$ cat src/rtl/regfile_wport_arb_if.sv
// Bus bundle between the pipeline and the register-file write-port arbiter:
// WB and MDU write streams, decode hazard query, RF write port and status.
interface regfile_wport_arb_if #(
  parameter int DW = 32,
  parameter int AW = 5
);
  logic              wb_wen;
  logic [AW-1:0]     wb_waddr;
  logic [DW-1:0]     wb_wdata;
  logic              mdu_issue;
  logic [AW-1:0]     mdu_issue_rd;
  logic              mdu_valid;
  logic              mdu_ready;
  logic [AW-1:0]     mdu_waddr;
  logic [DW-1:0]     mdu_wdata;
  logic              rf_wen;
  logic [AW-1:0]     rf_waddr;
  logic [DW-1:0]     rf_din;
  logic [AW-1:0]     dec_rs1;
  logic [AW-1:0]     dec_rs2;
  logic [AW-1:0]     dec_rd;
  logic              dec_rs1_use;
  logic              dec_rs2_use;
  logic              dec_rd_we;
  logic              hz_stall;
  logic              arb_hold;
  logic [2**AW-1:0]  busy_vec;

  modport master (
    output wb_wen, wb_waddr, wb_wdata,
    output mdu_issue, mdu_issue_rd, mdu_valid, mdu_waddr, mdu_wdata,
    output dec_rs1, dec_rs2, dec_rd, dec_rs1_use, dec_rs2_use, dec_rd_we,
    input  mdu_ready, rf_wen, rf_waddr, rf_din, hz_stall, arb_hold, busy_vec
  );

  modport slave (
    input  wb_wen, wb_waddr, wb_wdata,
    input  mdu_issue, mdu_issue_rd, mdu_valid, mdu_waddr, mdu_wdata,
    input  dec_rs1, dec_rs2, dec_rd, dec_rs1_use, dec_rs2_use, dec_rd_we,
    output mdu_ready, rf_wen, rf_waddr, rf_din, hz_stall, arb_hold, busy_vec
  );
endinterface

$ cat src/rtl/regfile_wport_arb.sv
// Register-file write-port arbiter: WB has priority, MDU results wait in a
// 2-entry FIFO, busy scoreboard drives hz_stall, starvation raises arb_hold.
// Optional perf counters are enabled with `define RF_ARB_PERF_EN.
module regfile_wport_arb #(
  parameter int DW         = 32,
  parameter int AW         = 5,
  parameter int STARVE_MAX = 4
) (
  input  logic                 clk,
  input  logic                 rst,
  regfile_wport_arb_if.slave   bus
`ifdef RF_ARB_PERF_EN
  ,
  output logic [31:0]          perf_stall_cnt,
  output logic [31:0]          perf_hold_cnt
`endif
);

  localparam int NREG = 1 << AW;

  logic [AW-1:0]   fifo_addr_q [2];
  logic [DW-1:0]   fifo_data_q [2];
  logic            rd_ptr_q, rd_ptr_d;
  logic            wr_ptr_q, wr_ptr_d;
  logic [1:0]      cnt_q, cnt_d;
  logic [NREG-1:0] busy_q, busy_d;
  logic [3:0]      starve_q, starve_d;
  logic            hold_q, hold_d;

  logic            empty, full, push, drain;
  logic [AW-1:0]   head_addr;
  logic [DW-1:0]   head_data;
  logic [NREG-1:0] drain_mask, ebusy;

  assign empty     = (cnt_q == 2'd0);
  assign full      = (cnt_q == 2'd2);
  assign push      = bus.mdu_valid && !full;
  assign drain     = !bus.wb_wen && !empty;
  assign head_addr = fifo_addr_q[rd_ptr_q];
  assign head_data = fifo_data_q[rd_ptr_q];

  assign bus.mdu_ready = !full;
  assign bus.rf_wen    = bus.wb_wen | drain;
  assign bus.rf_waddr  = bus.wb_wen ? bus.wb_waddr : head_addr;
  assign bus.rf_din    = bus.wb_wen ? bus.wb_wdata : head_data;
  assign bus.arb_hold  = hold_q;
  assign bus.busy_vec  = busy_q;

  // The draining register is forwarded by the RF this cycle, so it no longer blocks decode.
  assign drain_mask = drain ? (NREG'(1) << head_addr) : '0;
  assign ebusy      = busy_q & ~drain_mask & ~NREG'(1);
  assign bus.hz_stall = (bus.dec_rs1_use & ebusy[bus.dec_rs1]) |
                        (bus.dec_rs2_use & ebusy[bus.dec_rs2]) |
                        (bus.dec_rd_we   & ebusy[bus.dec_rd]);

  always_comb begin
    rd_ptr_d = rd_ptr_q ^ drain;
    wr_ptr_d = wr_ptr_q ^ push;
    unique case ({push, drain})
      2'b10:   cnt_d = cnt_q + 2'd1;
      2'b01:   cnt_d = cnt_q - 2'd1;
      default: cnt_d = cnt_q;
    endcase

    // Clear first so that a same-cycle issue to the same register wins.
    busy_d = busy_q;
    if (drain) busy_d[head_addr] = 1'b0;
    if (bus.mdu_issue && (bus.mdu_issue_rd != '0)) busy_d[bus.mdu_issue_rd] = 1'b1;

    if (empty || drain)
      starve_d = 4'd0;
    else if (bus.wb_wen && (starve_q != 4'hF))
      starve_d = starve_q + 4'd1;
    else
      starve_d = starve_q;

    hold_d = !drain && (starve_d >= 4'(STARVE_MAX));
  end

  always_ff @(posedge clk or negedge rst) begin
    if (!rst) begin
      rd_ptr_q <= 1'b0;
      wr_ptr_q <= 1'b0;
      cnt_q    <= 2'd0;
      busy_q   <= '0;
      starve_q <= 4'd0;
      hold_q   <= 1'b0;
    end else begin
      rd_ptr_q <= rd_ptr_d;
      wr_ptr_q <= wr_ptr_d;
      cnt_q    <= cnt_d;
      busy_q   <= busy_d;
      starve_q <= starve_d;
      hold_q   <= hold_d;
    end
  end

  // FIFO payload carries no reset; occupancy is tracked by cnt_q alone.
  always_ff @(posedge clk) begin
    if (push) begin
      fifo_addr_q[wr_ptr_q] <= bus.mdu_waddr;
      fifo_data_q[wr_ptr_q] <= bus.mdu_wdata;
    end
  end

`ifdef RF_ARB_PERF_EN
  logic [31:0] perf_stall_q, perf_hold_q;

  always_ff @(posedge clk or negedge rst) begin
    if (!rst) begin
      perf_stall_q <= 32'd0;
      perf_hold_q  <= 32'd0;
    end else begin
      if (bus.hz_stall) perf_stall_q <= perf_stall_q + 32'd1;
      if (hold_q)       perf_hold_q  <= perf_hold_q + 32'd1;
    end
  end

  assign perf_stall_cnt = perf_stall_q;
  assign perf_hold_cnt  = perf_hold_q;
`endif

endmodule

$ cat src/flat_wrapper.sv
// flat-port wrapper written by rule: the top's interface ports become plain ports
module regfile_wport_arb_flat 
#(
  parameter int DW         = 32,
  parameter int AW         = 5,
  parameter int STARVE_MAX = 4
)
  (clk, rst, bus_wb_wen, bus_wb_waddr, bus_wb_wdata, bus_mdu_issue, bus_mdu_issue_rd, bus_mdu_valid, bus_mdu_waddr, bus_mdu_wdata, bus_dec_rs1, bus_dec_rs2, bus_dec_rd, bus_dec_rs1_use, bus_dec_rs2_use, bus_dec_rd_we, bus_mdu_ready, bus_rf_wen, bus_rf_waddr, bus_rf_din, bus_hz_stall, bus_arb_hold, bus_busy_vec);
  regfile_wport_arb_if #(.DW(DW), .AW(AW)) bus_i ();
  input  logic clk;
  input  logic rst;
  input wire logic [$bits(bus_i.wb_wen)-1:0] bus_wb_wen;
  input wire logic [$bits(bus_i.wb_waddr)-1:0] bus_wb_waddr;
  input wire logic [$bits(bus_i.wb_wdata)-1:0] bus_wb_wdata;
  input wire logic [$bits(bus_i.mdu_issue)-1:0] bus_mdu_issue;
  input wire logic [$bits(bus_i.mdu_issue_rd)-1:0] bus_mdu_issue_rd;
  input wire logic [$bits(bus_i.mdu_valid)-1:0] bus_mdu_valid;
  input wire logic [$bits(bus_i.mdu_waddr)-1:0] bus_mdu_waddr;
  input wire logic [$bits(bus_i.mdu_wdata)-1:0] bus_mdu_wdata;
  input wire logic [$bits(bus_i.dec_rs1)-1:0] bus_dec_rs1;
  input wire logic [$bits(bus_i.dec_rs2)-1:0] bus_dec_rs2;
  input wire logic [$bits(bus_i.dec_rd)-1:0] bus_dec_rd;
  input wire logic [$bits(bus_i.dec_rs1_use)-1:0] bus_dec_rs1_use;
  input wire logic [$bits(bus_i.dec_rs2_use)-1:0] bus_dec_rs2_use;
  input wire logic [$bits(bus_i.dec_rd_we)-1:0] bus_dec_rd_we;
  output wire logic [$bits(bus_i.mdu_ready)-1:0] bus_mdu_ready;
  output wire logic [$bits(bus_i.rf_wen)-1:0] bus_rf_wen;
  output wire logic [$bits(bus_i.rf_waddr)-1:0] bus_rf_waddr;
  output wire logic [$bits(bus_i.rf_din)-1:0] bus_rf_din;
  output wire logic [$bits(bus_i.hz_stall)-1:0] bus_hz_stall;
  output wire logic [$bits(bus_i.arb_hold)-1:0] bus_arb_hold;
  output wire logic [$bits(bus_i.busy_vec)-1:0] bus_busy_vec;
  assign bus_i.wb_wen = bus_wb_wen;
  assign bus_i.wb_waddr = bus_wb_waddr;
  assign bus_i.wb_wdata = bus_wb_wdata;
  assign bus_i.mdu_issue = bus_mdu_issue;
  assign bus_i.mdu_issue_rd = bus_mdu_issue_rd;
  assign bus_i.mdu_valid = bus_mdu_valid;
  assign bus_i.mdu_waddr = bus_mdu_waddr;
  assign bus_i.mdu_wdata = bus_mdu_wdata;
  assign bus_i.dec_rs1 = bus_dec_rs1;
  assign bus_i.dec_rs2 = bus_dec_rs2;
  assign bus_i.dec_rd = bus_dec_rd;
  assign bus_i.dec_rs1_use = bus_dec_rs1_use;
  assign bus_i.dec_rs2_use = bus_dec_rs2_use;
  assign bus_i.dec_rd_we = bus_dec_rd_we;
  assign bus_mdu_ready = bus_i.mdu_ready;
  assign bus_rf_wen = bus_i.rf_wen;
  assign bus_rf_waddr = bus_i.rf_waddr;
  assign bus_rf_din = bus_i.rf_din;
  assign bus_hz_stall = bus_i.hz_stall;
  assign bus_arb_hold = bus_i.arb_hold;
  assign bus_busy_vec = bus_i.busy_vec;
  regfile_wport_arb #(.DW(DW), .AW(AW), .STARVE_MAX(STARVE_MAX)) u_core (.clk(clk), .rst(rst), .bus(bus_i));
endmodule
$ cat config.mk
export PLATFORM = sky130hd
export DESIGN_NAME = regfile_wport_arb_flat
export DESIGN_NICKNAME = d
export VERILOG_FILES = /design/src/rtl/regfile_wport_arb_if.sv /design/src/rtl/regfile_wport_arb.sv /design/src/flat_wrapper.sv
export SDC_FILE = /design/constraint.sdc
export NUM_CORES = 1
export LEC_CHECK = 0
export CORE_ASPECT_RATIO = 1.25
export CORE_MARGIN = 4
export CORE_UTILIZATION = 51
export CTS_CLUSTER_DIAMETER = 30
export DETAILED_ROUTE_END_ITERATION = 8
export PLACE_DENSITY = 0.85
export SLEW_MARGIN = 20
export SYNTH_ARGS = -nofsm -noshare
export SYNTH_HDL_FRONTEND = slang
export SYNTH_SLANG_ARGS = --single-unit
$ cat constraint.sdc
create_clock -name clk -period 4.5 [get_ports clk]
set_clock_uncertainty 0.05 [all_clocks]
set_input_delay 0.9 -clock clk [delete_from_list [all_inputs] [get_ports clk]]
set_output_delay 0.9 -clock clk [all_outputs]
set_load 0.05 [all_outputs]
### Yosys cells after proc, flatten, opt, wreduce, memory -nomap -nowiden

Memories as Yosys holds them, arrays and structs flattened.
Cells that the tools add are included.

| word-level totals | value |
|---|---|
| latch bits | 0 |
| bits in writable memories | 74 |
| output and inout port bits | 73 |
| input bits | 102 |
| logic and storage cells | 72 |
| bits in registers | 41 |
| bits in read-only memories | 0 |
| memories | 2 |

Memory list:

| memory | depth | width | rd ports | clocked after memory_dff | wr ports | line | RTL |
|---|---|---|---|---|---|---|---|
| u_core.fifo_data_q | 2 | 32 | 1 | 0 | 1 | regfile_wport_arb.sv:22 | `logic [DW-1:0] fifo_data_q [2];` |
| u_core.fifo_addr_q | 2 | 5 | 1 | 0 | 1 | regfile_wport_arb.sv:21 | `logic [AW-1:0] fifo_addr_q [2];` |

| cells by class | value |
|---|---|
| bitwise logic cells | 13 |
| reductions and logical operators | 15 |
| divide/modulo/power cells | 0 |
| order comparisons | 8 |
| multiplexer cells | 20 |
| add/subtract/negate cells | 3 |
| multiply operators | 0 |
| shift-type cells | 1 |
| equal/unequal tests | 4 |

Operators with widths:

| operator | count |
|---|---|
| two-way mux 32 bit | 4 |
| bitwise AND 32 bit | 2 |
| NOT 32 bit | 2 |
| OR 32 bit | 1 |
| left shift 1 x 5 -> 32 bit, first input constant | 1 |
| less-than comparator 5 x 6 -> 1 bit, second input constant | 5 |
| binary-select mux 1 bit (select 5 bit) | 3 |
| demux 1 bit (select 5 bit) | 2 |
| >= comparator 5 x 1 -> 1 bit, second input constant | 2 |
| two-way mux 4 bit | 2 |
| logical AND 1 bit | 7 |
| two-way mux 1 bit | 7 |
| two-way mux 5 bit | 1 |
| nonzero test 5 bit | 1 |
| adder 4 x 1 -> 4 bit, second input constant | 1 |
| == test 2 bit, second input constant | 2 |
| >= comparator 4 x 3 -> 1 bit, second input constant | 1 |
| logical NOT 1 bit | 4 |
| inequality test 4 bit, second input constant | 1 |
| one-hot mux 2 bit (2 select lines) | 1 |
| bitwise AND 1 bit | 3 |
| OR 1 bit | 3 |
| adder 2 x 1 -> 2 bit, second input constant | 1 |
| == test 2 x 1 -> 1 bit, second input constant | 1 |
| other kinds (5) | 6 |

### Longest topological paths before layout

Gate-level depths: netlist (run 1).

| depth | value |
|---|---|
| depth in word-level cells | 11 |
| mapped depth | 10 |
| mapped depth without buffers | 8 |

### Least setup slack after synthesis (run 1)

No wires, ideal clock.

| timing path | value |
|---|---|
| path type | input-to-output |
| start | input port bus_wb_wen |
| end | output port bus_hz_stall |
| stages on the path | 9 |
| path slack | 0.752 ns |
| arrival time | 2.798 ns |
| cells stage by stage | o21ba_2 > buf_2 > nand2_2 > o21ai_0 > mux4_2 > mux2i_1 > a21oi_1 > o311a_1 > o211ai_2 |

| on the way | value |
|---|---|
| word-level cells in the longest chain between the ends | 10 |
| elaborated cells on any way between the ends | 16 |

RTL lines:

| element | line | RTL |
|---|---|---|
| start, declared | flat_wrapper.sv:12 | `input wire logic [$bits(bus_i.wb_wen)-1:0] bus_wb_wen;` |
| logical NOT 1 bit (*) | regfile_wport_arb.sv:38 | `assign drain = !bus.wb_wen && !empty;` |
| logical AND 1 bit (*) | regfile_wport_arb.sv:38 |  |
| two-way mux 32 bit (*) | regfile_wport_arb.sv:50 | `assign drain_mask = drain ? (NREG'(1) << head_addr) : '0;` |
| NOT 32 bit (*) | regfile_wport_arb.sv:51 | `assign ebusy = busy_q & ~drain_mask & ~NREG'(1);` |
| bitwise AND 32 bit (*) | regfile_wport_arb.sv:51 |  |
| binary-select mux 1 bit (select 5 bit) (on tied branches) | regfile_wport_arb.sv:52, regfile_wport_arb.sv:53 |  |
| two-way mux 1 bit (on tied branches) | regfile_wport_arb.sv:52, regfile_wport_arb.sv:53 |  |
| bitwise AND 1 bit (on tied branches) | regfile_wport_arb.sv:52, regfile_wport_arb.sv:53 |  |
| OR 1 bit | regfile_wport_arb.sv:52 | `assign bus.hz_stall = (bus.dec_rs1_use & ebusy[bus.dec_rs1]) \|` |
| OR 1 bit (*) | regfile_wport_arb.sv:53 | `(bus.dec_rs2_use & ebusy[bus.dec_rs2]) \|` |
| end, declared | flat_wrapper.sv:30 | `output wire logic [$bits(bus_i.hz_stall)-1:0] bus_hz_stall;` |

Every way passes the cells marked *; elsewhere a longest branch is shown, timed or not. The select of a mux whose other input is x is not followed.

### Worst setup path after layout (run 1)

| timing path | value |
|---|---|
| start | register u_core.rd_ptr_q |
| end | output port bus_hz_stall |

| on the way | value |
|---|---|
| word-level cells in the longest chain between the ends | 10 |
| elaborated cells on any way between the ends | 16 |

RTL lines:

| element | line | RTL |
|---|---|---|
| start, declared | regfile_wport_arb.sv:23 | `logic rd_ptr_q, rd_ptr_d;` |
| start signal, assigned | regfile_wport_arb.sv:89 | `rd_ptr_q <= rd_ptr_d;` |
| memory read (2 x 5 bit) (*) | -- |  |
| left shift 1 x 5 -> 32 bit (*) | regfile_wport_arb.sv:50 |  |
| two-way mux 32 bit (*) | regfile_wport_arb.sv:50 |  |
| NOT 32 bit (*) | regfile_wport_arb.sv:51 |  |
| bitwise AND 32 bit (*) | regfile_wport_arb.sv:51 |  |
| binary-select mux 1 bit (select 5 bit) (on tied branches) | regfile_wport_arb.sv:52, regfile_wport_arb.sv:53 |  |
| two-way mux 1 bit (on tied branches) | regfile_wport_arb.sv:52, regfile_wport_arb.sv:53 |  |
| bitwise AND 1 bit (on tied branches) | regfile_wport_arb.sv:52, regfile_wport_arb.sv:53 |  |
| OR 1 bit | regfile_wport_arb.sv:52 |  |
| OR 1 bit (*) | regfile_wport_arb.sv:53 |  |

Marked as above.

==> results of run 1 <==
[path summary, 6_finish.rpt]
path,end,slack [ps],cells past startpoint,start
max reg2reg,u_core.bus.busy_vec[30]$_DFF_PN0_,2120,4,u_core.rd_ptr_q$_DFF_PN0_
max,bus_hz_stall,160,9,u_core.rd_ptr_q$_DFF_PN0_
max in group asynchronous,u_core.rd_ptr_q$_DFF_PN0_,3100,1,rst
min in group asynchronous,u_core.bus.busy_vec[19]$_DFF_PN0_,590,1,rst
min,u_core.bus.busy_vec[0]$_DFF_PN0_,460,1,u_core.bus.busy_vec[0]$_DFF_PN0_
min reg2reg,u_core.bus.busy_vec[0]$_DFF_PN0_,460,1,u_core.bus.busy_vec[0]$_DFF_PN0_
[flip-flops by register name (all words and copies together), names as in the netlist]
register,flops
u_core.bus.arb_hold,1
u_core.bus.busy_vec,32
u_core.cnt_q,2
u_core.fifo_addr_q,10
u_core.fifo_data_q,64
u_core.rd_ptr_q,1
u_core.starve_q,4
u_core.wr_ptr_q,1
[worst max-delay path, delay by kind of cell, from the launching register on]
family / cells / cell delay, ps
AOI/OAI and AO/OA: 4 / 960
muxes: 3 / 900
buffers and inverters: 1 / 170
DFF: 1 / 650
and+or+nand+nor: 1 / 280
[layer usage]
| layer | track usage | vias up | wire [µm] |
|---|---|---|---|
| met5 | 0 | - | 0 |
| met4 | 0.1502 | 0 | 889 |
| met3 | 0.08279 | 67 | 1685 |
| met2 | 0.5338 | 315 | 9949 |
| met1 | 0.3247 | 2438 | 6900 |
| li1 | - | 2257 | - |
[power groups by stage]
stage          registers, mW  clock network [mW]  logic, mW
3_5_place_dp            1.73                   0       2.65
3_3_place_gp            1.72                   0       2.62
5_1_grt                 1.76                1.49       2.81
6_report                1.73                1.43       2.67
4_1_cts                 1.72                1.44       2.67
2_1_floorplan           2.13                   0       1.31
[final cells by class]
cell class | count | area (µm²) | share of cell area
well taps | 135 | 168.9 | 0.02006
multi-input cells | 341 | 2556 | 0.3036
inverters | 11 | 41.29 | 0.004904
clock inverters | 15 | 203.9 | 0.02422
flip-flops and latches | 115 | 3252 | 0.3862
repair buffers | 178 | 1772 | 0.2104
clock buffers | 17 | 425.4 | 0.05053
[cells in the mapped netlist, types with 6 or more instances]
cell type | count | area, µm²
nor2_1 | 24 | 90.09
inv_1 | 9 | 33.78
nand2_1 | 41 | 153.9
o21ai_0 | 71 | 355.3
dfrtp_1 | 41 | 1026
mux2_2 | 7 | 78.83
o211ai_1 | 7 | 52.55
mux2i_1 | 45 | 450.4
nand3b_1 | 6 | 45.04
nand3_1 | 6 | 30.03
edfxtp_1 | 74 | 2222
o21ai_1 | 21 | 105.1
o2111ai_1 | 6 | 52.55
mux4_2 | 11 | 247.7
clkbuf_1 | 15 | 56.30
[logic make-up (layout without fill, tap and decap cells)]
logic type	after synthesis	after routing	share of synthesized area
compound gates	150	150	0.1673
xor+xnor	6	6	0.008842
fa+ha+maj	4	4	0.008420
buf+inv	33	221	0.02442
flops	115	115	0.5464
mux	67	67	0.1427
simple gates	114	114	0.1019
==> metrics, run 1 <==
status finished, final reports clean; Avg Vias per Cell roughly 6.3; synth unique cells 73; Post-synth EDFFs 74; worst setup margin around 160 ps; clock root buffer clkbuf_16; dpl hpwl about 14 mm; Pint 3.359 mW; most common cell after layout, fill and taps aside clkdlybuf4s50_1; layout net count between 700 and 800; wire per inst 23.92 µm; fraction of layout cells with a size suffix above 1 0.1329; Min Hold Slack around 460 ps; Worst setup EP type output port; Clock Path Buffers 2; Slew @ Worst Pin 957.4 ps; crit-path max cell delay 650 ps; Leakage 3.128 nW; Syn Std Cell Area between 5000 and 6000 µm²; crit path kind reg -> out; post-layout util 0.7487; DP Area around 7800 µm²; Final setup viols 0; clock latency on the worst-skew pair ~410 ps; CTS sink count ~120; die area 13,460 µm²; drt pass-1 iters 4; Via Count between 5,000 and 6,000; cts bufs inserted 17; Post-CTS Setup Inserts 0; most frequent cells in the layout clkdlybuf4s50_1, edfxtp_1, o21ai_0; first-pass GRT wire length approximately 30 mm; # Max-Cap Violations 0; final hold viol count 0; Starting Density 0.5287; RSZ-0062 raised after global routing false; Fillers ~700; Synth-to-Final Area Change 41.63%; clock slew at reported path FFs about 50 ps; DRC violations left 0; Worst setup SP type flop; Worst slew margin 0.3618; H-tree depth 4; largest net degree at the start of global routing 70; ANT nets after route 0; Critical Path Fanout Max 26; global route overflow 0; Req. time, crit path 3550 ps; Mapped Cells 489; vias in the first global route 5,576; PD cells about 690 nW/µm²; sw frac 0.4249; asr flop ratio synth 0.3565; fmax 0.2307 GHz; Pwr Total approximately 6 mW; Synth Warn # 0; Clk pwr share 0.246; TNS Setup 0 ps; Die X between 100 and 150 µm; combinational fraction of design power 0.458; Die Height 128.7 µm; Core ar. about 11,000 µm²; row cnt 43; ys flop type edfxtp_1; design area roughly 8400 µm²; post-synthesis sequential area ratio 0.5464; Placed Cells slightly below 800; initial antenna violation count 0; 1st-iter DRT viols around 240; final period utilization 0.9634; CP Cell Sequence mux2i_4 -> nand3_1 -> o31ai_2 -> mux4_2 -> mux2i_1 -> a21oi_1 -> o311a_1 -> o211ai_2 -> buf_12; Port-buffer cells ~170; max-slew violation count 0; GRT Overall Usage 0.2979; Hold Buf Count CTS 0; sw power between 2 and 2.5 mW; drt total wl roughly 19 mm; Yosys reg bits about 120; Crit-path slowest cell dfrtp_4; peak supply drop around 0.00037 V; syn nets between 500 and 600; Sequential Power Share 0.296; WP data arrival around 3400 ps; Hold WC Path Type reg -> reg; Syn Area/Cell ~12 µm²; cells resized by post-CTS repair 0; Tmin final ~4300 ps; DP Worst Slack approximately 260 ps; GPL Wtd Cong slightly below 1; final std cells w/o fill 812; Antenna diodes 0; CTS tree built; I/O pin total between 150 and 200
(Power assumes the default switching activity.)
==> run 2: changes to the inputs <==
--- a/config.mk
+++ b/config.mk
@@ -5,6 +5,7 @@
 export SDC_FILE = /design/constraint.sdc
 export NUM_CORES = 1
 export LEC_CHECK = 0
+export ABC_CLOCK_PERIOD_IN_PS = 4500
 export CORE_ASPECT_RATIO = 1.25
 export CORE_MARGIN = 4
 export CORE_UTILIZATION = 51
==> results of run 2 <==
Final layout, timing and power as in run 1 (identical DEF).
==> run 3: changes to the inputs <==
--- a/config.mk
+++ b/config.mk
@@ -10,6 +10,7 @@
 export CORE_MARGIN = 4
 export CORE_UTILIZATION = 51
 export CTS_CLUSTER_DIAMETER = 30
+export CTS_CLUSTER_SIZE = 24
 export DETAILED_ROUTE_END_ITERATION = 8
 export PLACE_DENSITY = 0.85
 export SLEW_MARGIN = 20
==> results of run 3 <==
Final layout, timing and power as in run 1 (identical DEF).
